==> src/rtl/seq_win_scanner.sv <==
// Sequential NxN win/draw/overlap checker: evaluates one board line per clock after a start pulse.
// Optional SEQ_WIN_EARLY_EXIT_EN: finish on the first winning line instead of scanning all lines.
module seq_win_scanner #(
  parameter int N = 3,
  localparam int LW = 2*N+2
) (
  input  logic           clk,
  input  logic           reset,
  input  logic           start,
  input  logic [N*N-1:0] ain,
  input  logic [N*N-1:0] bin,
  output logic           busy,
  output logic           done,
  output logic [LW-1:0]  win_line,
  output logic [1:0]     winner,
  output logic           draw,
  output logic           err
);
  localparam int CW = $clog2(LW);

  typedef enum logic [1:0] {IDLE, SCAN, DONE} state_t;

  // Cell mask of line idx: rows, then columns, then main and anti diagonal.
  function automatic logic [N*N-1:0] line_mask(input int idx);
    logic [N*N-1:0] m;
    m = '0;
    for (int r = 0; r < N; r++) begin
      for (int c = 0; c < N; c++) begin
        if ((idx < N && r == idx) ||
            (idx >= N && idx < 2*N && c == idx - N) ||
            (idx == 2*N && r == c) ||
            (idx == 2*N+1 && r + c == N-1))
          m[N*N-1-(r*N+c)] = 1'b1;
      end
    end
    return m;
  endfunction

  logic [LW-1:0][N*N-1:0] masks;
  for (genvar gi = 0; gi < LW; gi++) begin : g_mask
    assign masks[gi] = line_mask(gi);
  end

  state_t         state_q, state_d;
  logic [CW-1:0]  cnt_q, cnt_d;
  logic [N*N-1:0] snap_a_q, snap_a_d, snap_b_q, snap_b_d;
  logic [LW-1:0]  acc_q, acc_d;
  logic           any_a_q, any_a_d, any_b_q, any_b_d;
  logic [LW-1:0]  win_line_q, win_line_d;
  logic [1:0]     winner_q, winner_d;
  logic           draw_q, draw_d, err_q, err_d;

  logic line_a, line_b, hit, last, finish;

  always_comb begin
    state_d    = state_q;
    cnt_d      = cnt_q;
    snap_a_d   = snap_a_q;
    snap_b_d   = snap_b_q;
    acc_d      = acc_q;
    any_a_d    = any_a_q;
    any_b_d    = any_b_q;
    win_line_d = win_line_q;
    winner_d   = winner_q;
    draw_d     = draw_q;
    err_d      = err_q;

    line_a = (snap_a_q & masks[cnt_q]) == masks[cnt_q];
    line_b = (snap_b_q & masks[cnt_q]) == masks[cnt_q];
    hit    = line_a | line_b;
    last   = cnt_q == CW'(LW-1);
`ifdef SEQ_WIN_EARLY_EXIT_EN
    finish = last | hit;
`else
    finish = last;
`endif

    case (state_q)
      IDLE: begin
        if (start) begin
          snap_a_d = ain;
          snap_b_d = bin;
          acc_d    = '0;
          any_a_d  = 1'b0;
          any_b_d  = 1'b0;
          cnt_d    = '0;
          state_d  = SCAN;
        end
      end
      SCAN: begin
        acc_d[cnt_q] = hit;
        any_a_d      = any_a_q | line_a;
        any_b_d      = any_b_q | line_b;
        cnt_d        = cnt_q + 1'b1;
        // Results are published on DONE entry so they include the final line.
        if (finish) begin
          state_d    = DONE;
          win_line_d = acc_d;
          winner_d   = {any_b_d, any_a_d};
          draw_d     = (&(snap_a_q | snap_b_q)) && (acc_d == '0);
          err_d      = |(snap_a_q & snap_b_q);
        end
      end
      DONE: state_d = IDLE;
      default: state_d = IDLE;
    endcase
  end

  always_ff @(posedge clk) begin
    if (reset) begin
      state_q    <= IDLE;
      cnt_q      <= '0;
      snap_a_q   <= '0;
      snap_b_q   <= '0;
      acc_q      <= '0;
      any_a_q    <= 1'b0;
      any_b_q    <= 1'b0;
      win_line_q <= '0;
      winner_q   <= 2'b00;
      draw_q     <= 1'b0;
      err_q      <= 1'b0;
    end else begin
      state_q    <= state_d;
      cnt_q      <= cnt_d;
      snap_a_q   <= snap_a_d;
      snap_b_q   <= snap_b_d;
      acc_q      <= acc_d;
      any_a_q    <= any_a_d;
      any_b_q    <= any_b_d;
      win_line_q <= win_line_d;
      winner_q   <= winner_d;
      draw_q     <= draw_d;
      err_q      <= err_d;
    end
  end

  assign busy     = state_q != IDLE;
  assign done     = state_q == DONE;
  assign win_line = win_line_q;
  assign winner   = winner_q;
  assign draw     = draw_q;
  assign err      = err_q;
endmodule
==> config.mk <==
export PLATFORM = sky130hd
export DESIGN_NAME = seq_win_scanner
export DESIGN_NICKNAME = d
export VERILOG_FILES = /design/src/rtl/seq_win_scanner.sv
export SDC_FILE = /design/constraint.sdc
export NUM_CORES = 1
export LEC_CHECK = 0
export BUFFER_PORTS_ARGS = -buffer_cell sky130_fd_sc_hd__buf_2
export CAP_MARGIN = 15
export CORE_UTILIZATION = 56
export CTS_CLUSTER_SIZE = 25
export DETAILED_ROUTE_END_ITERATION = 10
export PLACE_DENSITY = 0.78
export SKIP_LAST_GASP = 1
export SLEW_MARGIN = 20
export SYNTH_ARGS = -nofsm -noshare
export SYNTH_HDL_FRONTEND = slang
export SYNTH_SLANG_ARGS = --single-unit
==> constraint.sdc <==
create_clock -name clk -period 2.5 [get_ports clk]
set_clock_uncertainty 0.05 [all_clocks]
set_input_delay 0.25 -clock clk [delete_from_list [all_inputs] [get_ports clk]]
set_output_delay 0.25 -clock clk [all_outputs]
set_load 0.1 [all_outputs]
-- Word-level counts from Yosys, hierarchy flattened
Memory sizes are Yosys's and may differ from the RTL's. A register that Yosys moved wholly into a read port is not among the register bits.
Index checks and enable logic that the tools add are counted.
- memories kept: 1
- output and inout port bits: 14
- flip-flop bits (word level): 45
- ROM bits: 72
- memories (memory ; depth ; bits a word ; read ports ; clocked after Yosys merged registers in ; write ports ; line ; source):
    (no name shown) ; 8 ; 9 ; 1 ; 1 ; 0 ; 69 ; line_b = (snap_b_q & masks[cnt_q]) == masks[cnt_q];
- multiplexer cells: 16
- reduce and logical (&&, ||, !) cells: 12
- add/subtract/negate cells: 1
- order comparisons: 2
- bitwise logic cells: 7
- equal/unequal tests: 7
- operators by type and width (operator ; count):
    9-bit bitwise AND ; 3
    9-bit == test ; 2
    8-bit one-hot mux with 2 select lines ; 1
    3-bit two-way mux ; 3
    9-bit two-way mux ; 1
    9-bit OR ; 1
    9-bit AND reduction ; 1
    9-bit OR reduction ; 1
    8-bit bitwise mux ; 1
    8-bit logical NOT ; 1
    8-bit two-way mux ; 1
    2-bit AND reduction ; 4
    3-bit one-hot mux with 2 select lines ; 1
    3-bit by 4-bit less-than comparator with 1-bit output (second input constant) ; 1
    2-bit two-way mux ; 2
    2-bit != test (second input constant) ; 2
    1-bit one-hot mux with 2 select lines ; 2
    2-bit one-hot mux with 2 select lines ; 1
    2-bit nonzero test ; 2
    3-bit by 1-bit adder with 3-bit output (second input constant) ; 1
    1-bit demux with 3-bit select ; 1
    3-bit == test (second input constant) ; 1
    3-bit by 1-bit greater-or-equal comparator with 1-bit output (second input constant) ; 1
    1-bit OR ; 3
    other kinds (5) ; 7

-- Logic depth before layout (Yosys ltp)
- word-level depth: 8
- gate-level depth with buffers: 9

-- Least setup slack after synthesis
Ideal clock, no wire load.
- path kind: register to output
- start: register state_q[0]
- end: output port done
- slack: 0.434 ns
- arrival: 1.766 ns
- required time: 2.200 ns
- stages on the path, launching flop included: 3
- cells stage by stage: dfxtp_1 -> buf_4 -> nor2b_1
- word-level cells in the longest chain between the ends: 1
- ends and longest elaborated chain (what ; line ; source):
    start, declared ; 44 ; state_t state_q, state_d;
    start signal, assigned ; 123 ; state_q <= state_d;
    2-bit == test ; 138 ; assign done = state_q == DONE;
    end, declared ; 13 ; output logic done,
No other way between the ends.

-- Worst setup path after layout
- start: register cnt_q[0]
- end: register draw_q (netlist: draw)
- word-level cells in the longest chain between the ends: 7
- ends and longest elaborated chain (what ; line ; source):
    start, declared ; 45 ; logic [CW-1:0] cnt_q, cnt_d;
    start signal, assigned ; 124 ; cnt_q <= cnt_d;
    3-bit by 4-bit less-than comparator with 1-bit output (not written as such) / 3-bit by 1-bit greater-or-equal comparator with 1-bit output (equally long branches) ; 91 ; acc_d[cnt_q] = hit;
    1-bit logical AND (not written as such) ; 91 ;
    1-bit two-way mux (not written as such) ; 91 ;
    1-bit demux with 3-bit select ; 91 ;
    8-bit bitwise mux ; 91 ;
    8-bit logical NOT ; 100 ; draw_d = (&(snap_a_q | snap_b_q)) && (acc_d == '0);
    1-bit logical AND ; 100 ;
    end signal, assigned ; 132 ; draw_q <= draw_d;
    end, declared ; 51 ; logic draw_q, draw_d, err_q, err_d;
Parallel ways exist; a longest one is shown, timed or not.
A chain may end at the register's enable or synchronous reset.

==> results.md <==
- **HPWL reported at the end of detailed placement** 4260 um
- **startpoint type of the worst setup path** register
- **Fillers** 369
- **critical path buffer and inverter count** 0
- **cell type contributing the most total cell area after synthesis** sky130_fd_sc_hd__dfxtp_1
- **clock buffer depth** 2
- **TritonCTS clock tree** yes
- **height of the die** 69.1 um
- **Synth Area in XOR/XNOR** 0%
- **number of nets in the finished design** 377
- **commonest cells after routing, fill and taps aside** sky130_fd_sc_hd__nand2_1 (54), sky130_fd_sc_hd__dfxtp_1 (54), sky130_fd_sc_hd__a21oi_1 (34), sky130_fd_sc_hd__buf_2 (34), sky130_fd_sc_hd__o21ai_0 (30)
- **CTS-repair resized insts** 0
- **setup violation total in the final timing report** 0
- **num ports** 35
- **top cell family by delay on the critical path** simple AND/OR/NAND/NOR gates
- **main combinational cell family by area after synthesis** simple AND/OR/NAND/NOR gates
- **startpoint of the most critical register-to-register path** cnt_q[0]
- **final hold violations** 0
- **number of DRC markers after the initial detailed-route iteration** 258
- **area of the die** 4780 sq um
- **LEAKAGE** 1.14 nW
- **number of antenna violations at the first check in global routing** 0
- **Max stage delay cell, worst path** sky130_fd_sc_hd__dfxtp_1
- **DRC violations left** 0
- **cell with the most instances on the worst path** sky130_fd_sc_hd__ha_1
- **global-route usage over all layers** 25.5%
- **period utilization** 90.3%
- **YS warnings** 0
- **via count** 2367
- **insertion delay to the later sink of the worst-skew pair** 0.31 ns
- **diode insertion count for antenna repair** 0
- **Via density** 5.89
- **largest fanout of any net on the critical path** 16
- **count of max-cap constraint violations** 0
- **transition time at the pin with the least slew margin** 0.624 ns
- **largest net degree at the start of global routing** 39
- **CTS root buffer** sky130_fd_sc_hd__clkbuf_8
- **count of distinct cell types in the synthesized netlist** 38
- **remaining max-slew budget at the tightest pin** 58.4%
- **TritonCTS sink count** 54
- **multiplexer fraction of the synthesized cell area** 1.74%
- **via count of the first global-routing pass** 2117
- **iteration count of the initial detailed-routing pass** 6
- **wire length after detailed routing** 5820 um
- **Area growth syn-to-layout** 11.7%
- **Total Power** 1.58 mW
- **number of standard cells after synthesis** 321
- **power per unit of standard cell area** 559 nW/um^2
- **standard cell core area** 4350 sq um
- **ratio of cells with drive above 1 in the final layout** 17.1%
- **initial cell density of the core** 58.0%
- **Critical Path AT** 2.43 ns
- **longest individual stage delay on the worst path** 0.56 ns
- **upper clock frequency limit** 443 MHz
- **number of CTS-inserted buffers** 5
- **mean instance size in the synthesized netlist** 7.86 sq um
- **number of buffers added on ports** 34
- **required time of the critical path** 2.68 ns
- **post-route setup TNS** 0 ns
- **Synth Net Count** 349
- **die outline width** 69.1 um
- **aggregate global routing overflow** 0
- **main area contributors after synthesis** sky130_fd_sc_hd__dfxtp_1 (43%), sky130_fd_sc_hd__nand2_1 (8.0%), sky130_fd_sc_hd__a21oi_1 (6.7%)
- **Synth Register Bits** 54
- **hold buffers post-CTS** 0
- **result of the run** finished, final reports clean
- **DRT antenna net count** 0
- **worst min-delay path startpoint** ain[0]
- **maximum vdd ir drop** 229 uV
- **capturing element type of the critical path** register
- **fraction of the yosys area taken by sequential cells** 42.8%
- **CP Cell Sequence** ha_1 -> ha_1 -> nand2_4 -> nor4_2 -> nand3_1 -> a211o_1 -> a221oi_2
- **synthesized-area fraction occupied by and/or/nand/nor cells** 23.2%
- **post-synthesis share of cell area spent on full adders, half adders and majority gates** 3.47%
- **global-route wire length before repair** 9990 um
- **routed wirelength normalized by instance count** 14.5 um
- **unrepaired setup endpoints after global routing** false
- **Crit. Startpoint** cnt_q[0]
- **H-Tree Depth** 2
- **compound-cell area share of the yosys netlist** 22.8%
- **class of the tightest hold or removal check** input pin to register
- **Mapped Area** 2520 sq um
- **minimum clock period after layout** 2.26 ns
- **site row count** 24
- **Final Max Slew Viols** 0
- **clock edge transition at the registers on the reported setup and hold paths** 0.09 ns
- **Placer Congestion** 0.913
- **category of the most critical setup path** register to register
- **Post CTS Setup Buffer Count** 0
- **proportion of netlist area held by the largest area contributor** 42.8%
-- cells by family (layout without fill, tap and decap cells) --
| logic type | after synthesis | after routing |
|---|---|---|
| compound gates | 95 | 95 |
| fa+ha+maj | 7 | 7 |
| buf+inv | 38 | 67 |
| flops | 54 | 54 |
| mux | 4 | 4 |
| simple gates | 123 | 123 |
-- per-layer routing --
metal	GRT usage, %	vias up	share of wire [%]
met5	0	-	0
met4	8.62	0	1.6
met3	4.82	11	8.0
met2	38.5	113	44
met1	36.4	1088	46
li1	-	1155	-
-- metrics by stage --
step                area, sq um  hold slack [ns]  worst slack (ns)  instances  utilization, %
floorplan                  2520            0.323             0.434        321               -
global placement           2730            0.394             0.376        394            62.6
detailed placement         2730            0.401             0.289        394            62.6
CTS                        2820            0.121             0.277        402            64.7
global route               2820            0.129            0.0900        402            64.8
finish                     2820            0.120             0.242        402            64.8
-- cells in the mapped netlist --
cell / count
sky130_fd_sc_hd__a21oi_4: 1
sky130_fd_sc_hd__o31ai_1: 1
sky130_fd_sc_hd__nand3b_1: 7
sky130_fd_sc_hd__nor2b_1: 8
sky130_fd_sc_hd__or2_2: 3
sky130_fd_sc_hd__mux2i_1: 1
sky130_fd_sc_hd__o22ai_1: 5
sky130_fd_sc_hd__a221oi_1: 1
sky130_fd_sc_hd__a31oi_1: 3
sky130_fd_sc_hd__and2_1: 2
sky130_fd_sc_hd__or3_1: 1
sky130_fd_sc_hd__buf_4: 1
sky130_fd_sc_hd__nand3_1: 10
sky130_fd_sc_hd__nor3_1: 3
sky130_fd_sc_hd__and2b_4: 1
sky130_fd_sc_hd__and3b_1: 1
sky130_fd_sc_hd__buf_2: 5
sky130_fd_sc_hd__a21oi_1: 34
sky130_fd_sc_hd__inv_1: 18
sky130_fd_sc_hd__nor2_1: 24
sky130_fd_sc_hd__nand2_4: 1
sky130_fd_sc_hd__a221oi_2: 1
sky130_fd_sc_hd__a211o_1: 2
sky130_fd_sc_hd__a22oi_1: 5
sky130_fd_sc_hd__a32oi_1: 1
sky130_fd_sc_hd__and3_1: 2
sky130_fd_sc_hd__dfxtp_1: 54
sky130_fd_sc_hd__o21ai_0: 30
sky130_fd_sc_hd__ha_1: 7
sky130_fd_sc_hd__nor4_2: 1
sky130_fd_sc_hd__o21bai_1: 1
sky130_fd_sc_hd__nand2_1: 54
sky130_fd_sc_hd__a211oi_1: 5
sky130_fd_sc_hd__a2111oi_0: 2
sky130_fd_sc_hd__a222oi_1: 3
sky130_fd_sc_hd__nand2b_1: 5
sky130_fd_sc_hd__mux2_2: 3
sky130_fd_sc_hd__clkbuf_1: 14
-- power breakdown --
group | leakage [nW] | switching, mW | total, mW | internal (mW)
logic | 0.651 | 0.0975 | 0.162 | 0.0642
registers | 0.440 | 0.0326 | 0.922 | 0.889
clock network | 0.0482 | 0.270 | 0.494 | 0.224
-- cell type report --
cell class              instances  area [sq um]  share of cell area (%)
multi-input cells             229          1290                    45.8
flip-flops and latches         54          1080                    38.3
repair buffers                 41           223                    7.90
clock buffers                   7          86.3                    3.06
inverters                      18          67.6                    2.40
well taps                      52          65.1                    2.31
clock inverters                 1          5.00                   0.177
-- tightest hold or removal path, delay by kind of cell --
| kind | cells | cell delay, ns |
|---|---|---|
| AND/OR/NAND/NOR | 1 | 0.04 |
| buffers and inverters | 1 | 0.09 |
| AO/OA/AOI/OAI | 1 | 0.05 |
-- worst paths after layout --
| check | endpoint | slack, ns | depth (start not counted) |
|---|---|---|---|
| min | snap_a_q[0] | 0.12 | 3 |
| min reg2reg | snap_a_q[5] | 0.41 | 2 |
| max | draw | 0.24 | 7 |
| max reg2reg | draw | 0.24 | 7 |
No activity file was read; power rests on OpenSTA's default activity.
